## config.mk

```make
export PLATFORM = sky130hd
export DESIGN_NAME = inst_cache
export DESIGN_NICKNAME = d
export VERILOG_FILES = /design/src/rtl/inst_cache.sv
export SDC_FILE = /design/constraint.sdc
export NUM_CORES = 1
export LEC_CHECK = 0
export CAP_MARGIN = 20
export CORE_UTILIZATION = 53
export CTS_CLUSTER_DIAMETER = 50
export DETAILED_ROUTE_END_ITERATION = 16
export PLACE_DENSITY = 0.75
export SYNTH_ARGS = -nofsm -noshare
export SYNTH_HDL_FRONTEND = slang
export SYNTH_SLANG_ARGS = --single-unit
```

## constraint.sdc

```tcl
create_clock -name Clk -period 6.75 [get_ports Clk]
set_input_delay 2.025 -clock Clk [delete_from_list [all_inputs] [get_ports Clk]]
set_output_delay 2.025 -clock Clk [all_outputs]
set_load 0.01 [all_outputs]
```

## src/rtl/inst_cache.sv

```systemverilog
// rtl/inst_cache.sv - direct-mapped read-only instruction cache with line-wide refill
// Hits answer combinationally in IDLE; misses fetch one 4-word line via mem_readM/mem_valid.
module inst_cache #(
    parameter int NUM_LINES  = 8,
    parameter int INDEX_BITS = 3
) (
    input  logic        Clk,
    input  logic        Reset_N,
    input  logic        c_readM,
    input  logic [15:0] c_address,
    output logic [15:0] c_data,
    output logic        c_ready,
    input  logic        flush,
    output logic        mem_readM,
    output logic [15:0] mem_address,
    input  logic [63:0] mem_data,
    input  logic        mem_valid,
    output logic [15:0] hit_count,
    output logic [15:0] miss_count
);
    localparam int TAG_BITS = 14 - INDEX_BITS;

    typedef enum logic {
        S_IDLE = 1'b0,
        S_MISS = 1'b1
    } state_t;

    state_t                r_state;
    state_t                w_state_nxt;
    logic [NUM_LINES-1:0]  r_valid;
    logic [TAG_BITS-1:0]   r_tag  [NUM_LINES];
    logic [63:0]           r_line [NUM_LINES];
    logic [13:0]           r_line_addr;
    logic                  r_mem_readM;
    logic                  r_flush_pend;
    logic [15:0]           r_hit_count;
    logic [15:0]           r_miss_count;

    logic [1:0]            w_offset;
    logic [INDEX_BITS-1:0] w_index;
    logic [TAG_BITS-1:0]   w_tag;
    logic [INDEX_BITS-1:0] w_fill_index;
    logic [TAG_BITS-1:0]   w_fill_tag;
    logic [63:0]           w_line;
    logic                  w_hit;
    logic                  w_start_miss;
    logic                  w_fill;
    logic                  w_fill_flush;

    assign w_offset     = c_address[1:0];
    assign w_index      = c_address[INDEX_BITS+1:2];
    assign w_tag        = c_address[15:INDEX_BITS+2];
    assign w_fill_index = r_line_addr[INDEX_BITS-1:0];
    assign w_fill_tag   = r_line_addr[13:INDEX_BITS];
    assign w_line       = r_line[w_index];

    assign w_hit        = (r_state == S_IDLE) && c_readM && r_valid[w_index]
                          && (r_tag[w_index] == w_tag);
    assign w_start_miss = (r_state == S_IDLE) && c_readM && !w_hit;
    assign w_fill       = (r_state == S_MISS) && mem_valid;
    // A flush raised on the fill cycle itself counts like a pending one.
    assign w_fill_flush = r_flush_pend || flush;

    always_comb begin
        w_state_nxt = r_state;
        case (r_state)
            S_IDLE:  if (w_start_miss) w_state_nxt = S_MISS;
            S_MISS:  if (mem_valid)    w_state_nxt = S_IDLE;
            default: w_state_nxt = S_IDLE;
        endcase
    end

    always_comb begin
        c_data = 16'h0000;
        if (w_hit) begin
            case (w_offset)
                2'd0:    c_data = w_line[15:0];
                2'd1:    c_data = w_line[31:16];
                2'd2:    c_data = w_line[47:32];
                default: c_data = w_line[63:48];
            endcase
        end
    end

    always_ff @(posedge Clk or negedge Reset_N) begin
        if (!Reset_N) begin
            r_state      <= S_IDLE;
            r_valid      <= '0;
            r_line_addr  <= '0;
            r_mem_readM  <= 1'b0;
            r_flush_pend <= 1'b0;
            r_hit_count  <= '0;
            r_miss_count <= '0;
        end else begin
            r_state <= w_state_nxt;
            if (r_state == S_IDLE) begin
                if (flush) r_valid <= '0;
                if (w_start_miss) begin
                    r_line_addr <= c_address[15:2];
                    r_mem_readM <= 1'b1;
                end
            end else if (w_fill) begin
                r_mem_readM  <= 1'b0;
                r_flush_pend <= 1'b0;
                if (w_fill_flush) r_valid <= '0;
                else              r_valid[w_fill_index] <= 1'b1;
            end else if (flush) begin
                r_flush_pend <= 1'b1;
            end
            if (w_hit && (r_hit_count != 16'hFFFF))
                r_hit_count <= r_hit_count + 16'd1;
            if (w_start_miss && (r_miss_count != 16'hFFFF))
                r_miss_count <= r_miss_count + 16'd1;
        end
    end

    // Line data and tags carry no reset; the valid bits gate them.
    always_ff @(posedge Clk) begin
        if (w_fill) begin
            r_line[w_fill_index] <= mem_data;
            r_tag[w_fill_index]  <= w_fill_tag;
        end
    end

    assign c_ready     = w_hit;
    assign mem_readM   = r_mem_readM;
    assign mem_address = {r_line_addr, 2'b00};
    assign hit_count   = r_hit_count;
    assign miss_count  = r_miss_count;
endmodule
```

==> impl_metrics.json, run 1 <==
{
  "outcome": "finished, final reports clean",
  "cts_tree": "built",
  "ys.flop_type": "edfxtp_1",
  "worstHoldEndpoint": "hit_count[10]$_DFFE_PN0P_",
  "ys_warn_count": 0,
  "end_kind": "primary output",
  "slew_headroom": 0.367,
  "drc": 0,
  "yosys.area.top_type": "edfxtp_1",
  "path_depth": 10,
  "stdcell_area_mm2": 0.0307,
  "start_util": 0.537,
  "fmax_ghz": 0.152,
  "rsz0062_at_grt": "false",
  "cap_viol_max_count": 0,
  "r2r_end": "r_line_addr[2]$_DFFE_PN0P_",
  "cp_num_buf_inv": 5,
  "netlist_area_mm2": 0.0256,
  "grt_pass1_wl_mm": 82.2,
  "path_common_cell": "buf_12",
  "cts_hold_repair.buffers": 0,
  "grt_start_max_net_pins": 70,
  "drive_gt1_frac": 0.262,
  "grt_usage": 0.228,
  "synth-seq-cells": 657,
  "rrSetupSlack_ns": 3.81,
  "core_area_mm2": 0.0477,
  "clkLatencyLatePin_ns": 0.59,
  "rr_worst_depth": 8,
  "hold_viol_final": 0,
  "path_max_fanout": 16,
  "drv_slew": 0,
  "clock_sinks": 657,
  "dp_hpwl_mm": 30.6,
  "wl_per_cell_um": 26.7,
  "vias_per_cell": 6.04,
  "p_per_area_mw_per_mm2": 306,
  "ys_seq_area_frac": 0.758,
  "hold_ws_ns": 0.489,
  "regArea_mm2": 0.0194,
  "path_clk_slew_ns": 0.06,
  "firstDrtPassIters": 5,
  "placed_cell_area_mm2": 0.0282,
  "htreeDepth": 3,
  "power.total_mw": 9.40,
  "port_buffers": 148,
  "hp-start": "hit_count[10]$_DFFE_PN0P_",
  "hp-class": "flop to flop",
  "final_cells": 2045,
  "async_reset_ff_frac": 0.0868,
  "layout_setup_ws_ns": 0.175,
  "clock_path_buffers": 3,
  "synth_cell_types": 47,
  "cts_root_buffer": "clkbuf_16",
  "path_cells": "buf_8 > buf_12 > mux4_2 > mux2i_1 > xnor2_1 > nor3_1 > nand4_2 > buf_12 > inv_1 > clkdlybuf4s50_1",
  "num-fill-cells": 3072,
  "fin_crit_ns": 6.57,
  "synthTopCellsByArea": "edfxtp_1 (70%), mux4_2 (15%), dfrtp_1 (5.6%)",
  "dpl.cell_count": 1912,
  "syn_area_per_cell_um2": 22.2,
  "antenna_found_initial": 5,
  "grt_pass1_vias": 13084,
  "crit_arrival_ns": 4.55,
  "chipWidth_um": 222,
  "nNetsFinal": 1459,
  "pre_cts_ws_ns": -0.111,
  "row_count": 80,
  "syn_to_final_growth_pct": 19.6,
  "cts_inserted_buffers": 69,
  "cp_slowest_stage_delay_ns": 0.52,
  "slowest_stage": "mux4_2",
  "die_h_um": 222,
  "multi_input_area_mm2": 0.00595,
  "vias": 12350,
  "synth_top_cell_area_share": 0.702,
  "rr_startpoint": "r_tag[0][1]$_DFFE_PP_",
  "hold_depth": 1,
  "critPathLaunchType": "input port",
  "cp.required_ns": 4.72,
  "wirelength_mm": 54.5,
  "io_pins": 151,
  "tightestPinTransition_ns": 0.947,
  "syn_inst": 1154,
  "p_leak_nw": 10.5,
  "drtAntennaViolNets": 0,
  "skew_ns": 0.0230,
  "dieArea_mm2": 0.0493,
  "post-route-period-util": 0.974,
  "grt_overflow_total": 0,
  "setup_viol": 0,
  "worst-setup-path-type": "input port to primary output",
  "irDropWorstVdd_uv": 255,
  "synth_edf_count": 600,
  "drt_iter0_drc": 1103,
  "gp_congestion": 0.810,
  "cpLargestDelayFamily": "buffers and inverters"
}
-- kinds of logic after synthesis --
group | share of synthesized area
other | 0.000146
AND/OR/NAND/NOR | 0.0281
flip-flops | 0.758
XOR/XNOR | 0.0126
buffers and inverters | 0.0131
adder cells (fa/ha/maj) | 0.000975
AO/OA/AOI/OAI | 0.00668
multiplexers | 0.180
-- final cells by class --
class	instances	area share
Sequential cell	657	0.634
Antenna cell	4	0.000326
Timing Repair Buffer	202	0.0694
Clock inverter	40	0.0155
Inverter	6	0.000734
Tap cell	615	0.0251
Multi-Input combinational cell	436	0.194
Clock buffer	85	0.0613
-- metal layers --
layer | share of wire | track usage | vias up
li1 | - | - | 5263
met3 | 0.068 | 0.0451 | 93
met1 | 0.40 | 0.304 | 6501
met5 | 0.00017 | 0 | -
met2 | 0.50 | 0.374 | 491
met4 | 0.028 | 0.0896 | 2
-- where the power goes --
part	leakage (nW)	total [mW]	internal [mW]	switching (mW)
Clock	1.15	3.90	2.34	1.55
Sequential	6.16	4.77	4.66	0.112
Combinational	3.16	0.733	0.355	0.378
Total	10.5	9.40	7.36	2.04
-- synth_stat cells (all sizes together) (2+ instances only) --
cell type,number
dfrtp,57
and2,3
a21o,3
a31oi,6
a2111oi,2
and4,4
edfxtp,600
nor2b,9
mux4,179
and3,5
xor2,22
clkbuf,19
mux2i,34
a22oi,2
inv,6
a21oi,10
and4b,2
buf,37
ha,2
nand4,6
nand2,18
or3,3
xnor2,15
nor4,2
nor2,41
mux2,18
nor3,16
nand3,21
nor4b,4
-- state kept, by name, indices dropped and copies added, names as in the netlist --
name / count
r_line: 512
r_tag: 88
hit_count: 16
miss_count: 16
r_line_addr: 14
r_valid: 8
mem_readM: 1
r_flush_pend: 1
r_state: 1
-- through the flow --
step                 util  setup TNS, ns
detailed placement  0.592         -0.814
CTS                 0.641              0
global route        0.642              0
finish              0.643              0
floorplan               -              0
global placement    0.591        -0.0459
-- worst max path at each step --
| stage | startpoint | endpoint | slack (ns) |
|---|---|---|---|
| after global placement | c_readM | c_data[0] | -0.05 |
| after global routing | c_readM | c_data[0] | 0.03 |
| after detailed placement | c_readM | c_data[6] | -0.11 |
| after floorplan | c_address[2] | c_data[6] | 0.47 |
| final | c_address[2] | c_ready | 0.18 |
| after CTS | c_readM | c_data[3] | 0.02 |
-- worst register-to-register path: stages (launching register included) --
cell	delay (ns)
edfxtp_1	0.37
mux4_1	0.50
mux2i_1	0.20
xor2_1	0.15
and4b_1	0.23
and4b_1	0.20
buf_4	0.22
nor2_4	0.53
mux2_2	0.42
-- repair_timing --
| action | in CTS | in global routing |
|---|---|---|
| pin swaps | 1 | 2 |
| resized for setup | 4 | 13 |
| buffers inserted | 1 | 3 |
| endpoints found under the setup margin | 16 | 14 |
-- placed cells by master, fill, tap and decap left out, types with 4 or more instances in the layout --
master | Yosys | layout
a31oi_1 | 6 | 6
and3_1 | 5 | 5
mux4_2 | 174 | 174
nand3_1 | 21 | 21
bufinv_16 | 0 | 9
nor2_1 | 40 | 34
inv_1 | 6 | 6
dfrtp_1 | 57 | 57
nor2b_1 | 9 | 9
nor2_4 | 1 | 7
xnor2_1 | 15 | 15
clkbuf_1 | 19 | 10
buf_4 | 6 | 38
clkinv_2 | 0 | 12
nand4_1 | 5 | 5
and4_1 | 4 | 4
mux2_4 | 8 | 8
diode_2 | 0 | 4
buf_12 | 0 | 16
clkdlybuf4s50_1 | 0 | 127
mux2_2 | 10 | 10
edfxtp_1 | 600 | 600
mux4_1 | 5 | 5
nor3_1 | 16 | 14
clkbuf_16 | 0 | 72
dlymetal6s2s_1 | 0 | 13
mux2i_1 | 34 | 34
clkinv_1 | 0 | 7
a21oi_1 | 10 | 10
inv_6 | 0 | 4
nand2_1 | 18 | 18
xor2_1 | 22 | 22
(Power assumes the default switching activity.)
==> inputs of run 2 (changes only) <==
--- a/config.mk
+++ b/config.mk
@@ -13,3 +13,4 @@
 export SYNTH_ARGS = -nofsm -noshare
 export SYNTH_HDL_FRONTEND = slang
 export SYNTH_SLANG_ARGS = --single-unit
+export TNS_END_PERCENT = 50
==> impl_metrics.json, run 2 (synthesized netlist as in run 1, its figures left out) <==
{
  "outcome": "finished, final reports clean",
  "post-route-period-util": 0.988,
  "num-fill-cells": 3122,
  "grtUsageMet2": 0.365,
  "worst-setup-path-type": "input port to primary output",
  "vias": 12270,
  "hold_ws_ns": 0.498,
  "drv_slew": 0,
  "reg_top3": "r_line (512), r_tag (88)",
  "row_count": 80,
  "largest-register": "r_line",
  "layout_commonest_cell": "edfxtp_1",
  "irDropWorstVdd_uv": 177,
  "start_util": 0.537,
  "antenna_found_initial": 10,
  "end_kind": "primary output",
  "path_max_fanout": 26,
  "grt_pass1_vias": 12822,
  "cp_slowest_stage_delay_ns": 0.53,
  "drive_gt1_frac": 0.248,
  "gp_congestion": 0.819,
  "grt_util_met3": 0.0526,
  "post_cts_buffers": 0,
  "chipWidth_um": 222,
  "grt-busiest-layer": "met2",
  "nNetsFinal": 1451,
  "cpLargestDelayFamily": "multiplexers",
  "largest_reg_flops": 512,
  "grt_start_max_net_pins": 76,
  "rsz0062_at_grt": "true",
  "die_h_um": 222,
  "dp_hpwl_mm": 30.1,
  "final.setup.tns_ns": 0,
  "hold_viol_final": 0,
  "path_common_cell": "mux4_2",
  "clkLatencyLatePin_ns": 0.60,
  "grt_usage": 0.223,
  "final_cells": 2029,
  "drt_iter0_drc": 971,
  "setup_viol": 0,
  "clock_sinks": 657,
  "cp_num_buf_inv": 4,
  "cts_tree": "built",
  "crit_arrival_ns": 4.65,
  "wirelength_mm": 53.1,
  "syn_to_final_growth_pct": 18.2,
  "wl_per_cell_um": 26.2,
  "drc": 0,
  "final_cell_mix": "edfxtp_1 (600), mux4_2 (174), clkdlybuf4s50_1 (130)",
  "io_pins": 151,
  "critPathLaunchType": "input port",
  "p_leak_nw": 10.2,
  "vias_per_cell": 6.05,
  "grt_overflow_total": 0,
  "cts_inserted_buffers": 66,
  "firstDrtPassIters": 5,
  "gr-usage-met1": 0.300,
  "skew_ns": 0.0224,
  "finish.utilization": 0.635,
  "hp-class": "flop to flop",
  "dpl.cell_count": 1911,
  "grt_pass1_wl_mm": 80.5,
  "drtAntennaViolNets": 0,
  "htreeDepth": 3,
  "p_per_area_mw_per_mm2": 296,
  "fin_crit_ns": 6.67,
  "cap_viol_max_count": 0,
  "slew_headroom": 0.328,
  "path_clk_slew_ns": 0.06,
  "path_cells": "buf_8 > buf_16 > buf_12 > mux4_2 > mux4_2 > mux2i_1 > nor2_1 > clkdlybuf4s50_1",
  "slowest_stage": "mux4_2",
  "dieArea_mm2": 0.0493,
  "antenna_cells": 0,
  "clock_path_buffers": 3,
  "cts_root_buffer": "clkbuf_16",
  "cp.required_ns": 4.72,
  "fmax_ghz": 0.150,
  "tightestPinTransition_ns": 1.01,
  "core_area_mm2": 0.0477,
  "port_buffers": 148
}
run 2: repair_timing:
item | in CTS | in global routing
hold buffers | 0 | 0
endpoints found under the setup margin | 17 | 9
resized for setup | 10 | 7
hold endpoints to repair | 0 | 0
pin swaps | 3 | 0
run 2: path summary, 6_finish.rpt:
kind / depth (start not counted) / start / slack (ns) / endpoint
worst max-delay path: 8 / c_address[2] / 0.08 / c_data[12]
worst min-delay path: 1 / hit_count[5]$_DFFE_PN0P_ / 0.50 / hit_count[5]$_DFFE_PN0P_
worst max register to register: 8 / r_tag[7][9]$_DFFE_PP_ / 3.78 / r_line_addr[6]$_DFFE_PN0P_
worst min register to register: 1 / hit_count[5]$_DFFE_PN0P_ / 0.50 / hit_count[5]$_DFFE_PN0P_
max in group asynchronous: 2 / Reset_N / 4.64 / miss_count[3]$_DFFE_PN0P_
min in group asynchronous: 2 / Reset_N / 1.59 / miss_count[9]$_DFFE_PN0P_
run 2: layer usage:
layer	routed length, um	up-vias
met5	128	-
met1	21300	6492
li1	-	5241
met2	26900	423
met3	3660	94
met4	1160	20
run 2: stage by stage:
step	power, mW	setup WS, ns	cell area (um^2)
global route	9.27	-0.0277	30300
floorplan	5.22	-1.04	25700
CTS	9.07	0.00410	30300
detailed placement	5.59	-0.220	28200
global placement	5.56	-0.136	28200
finish	8.98	0.0797	30300
run 2: area by class of cell:
cell class / instances / area [um^2] / share of cell area
Clock buffer: 86 / 1770 / 0.0583
Clock inverter: 32 / 293 / 0.00966
Tap cell: 615 / 769 / 0.0254
Multi-Input combinational cell: 436 / 5940 / 0.196
Inverter: 6 / 22.5 / 0.000743
Timing Repair Buffer: 197 / 2070 / 0.0684
Sequential cell: 657 / 19400 / 0.642
run 2: report_power, final:
| group | leakage [nW] | total (mW) | switching [mW] | internal (mW) |
|---|---|---|---|---|
| clock | 1.00 | 3.48 | 1.47 | 2.01 |
| combinational | 3.01 | 0.733 | 0.378 | 0.355 |
| sequential | 6.16 | 4.77 | 0.109 | 4.66 |
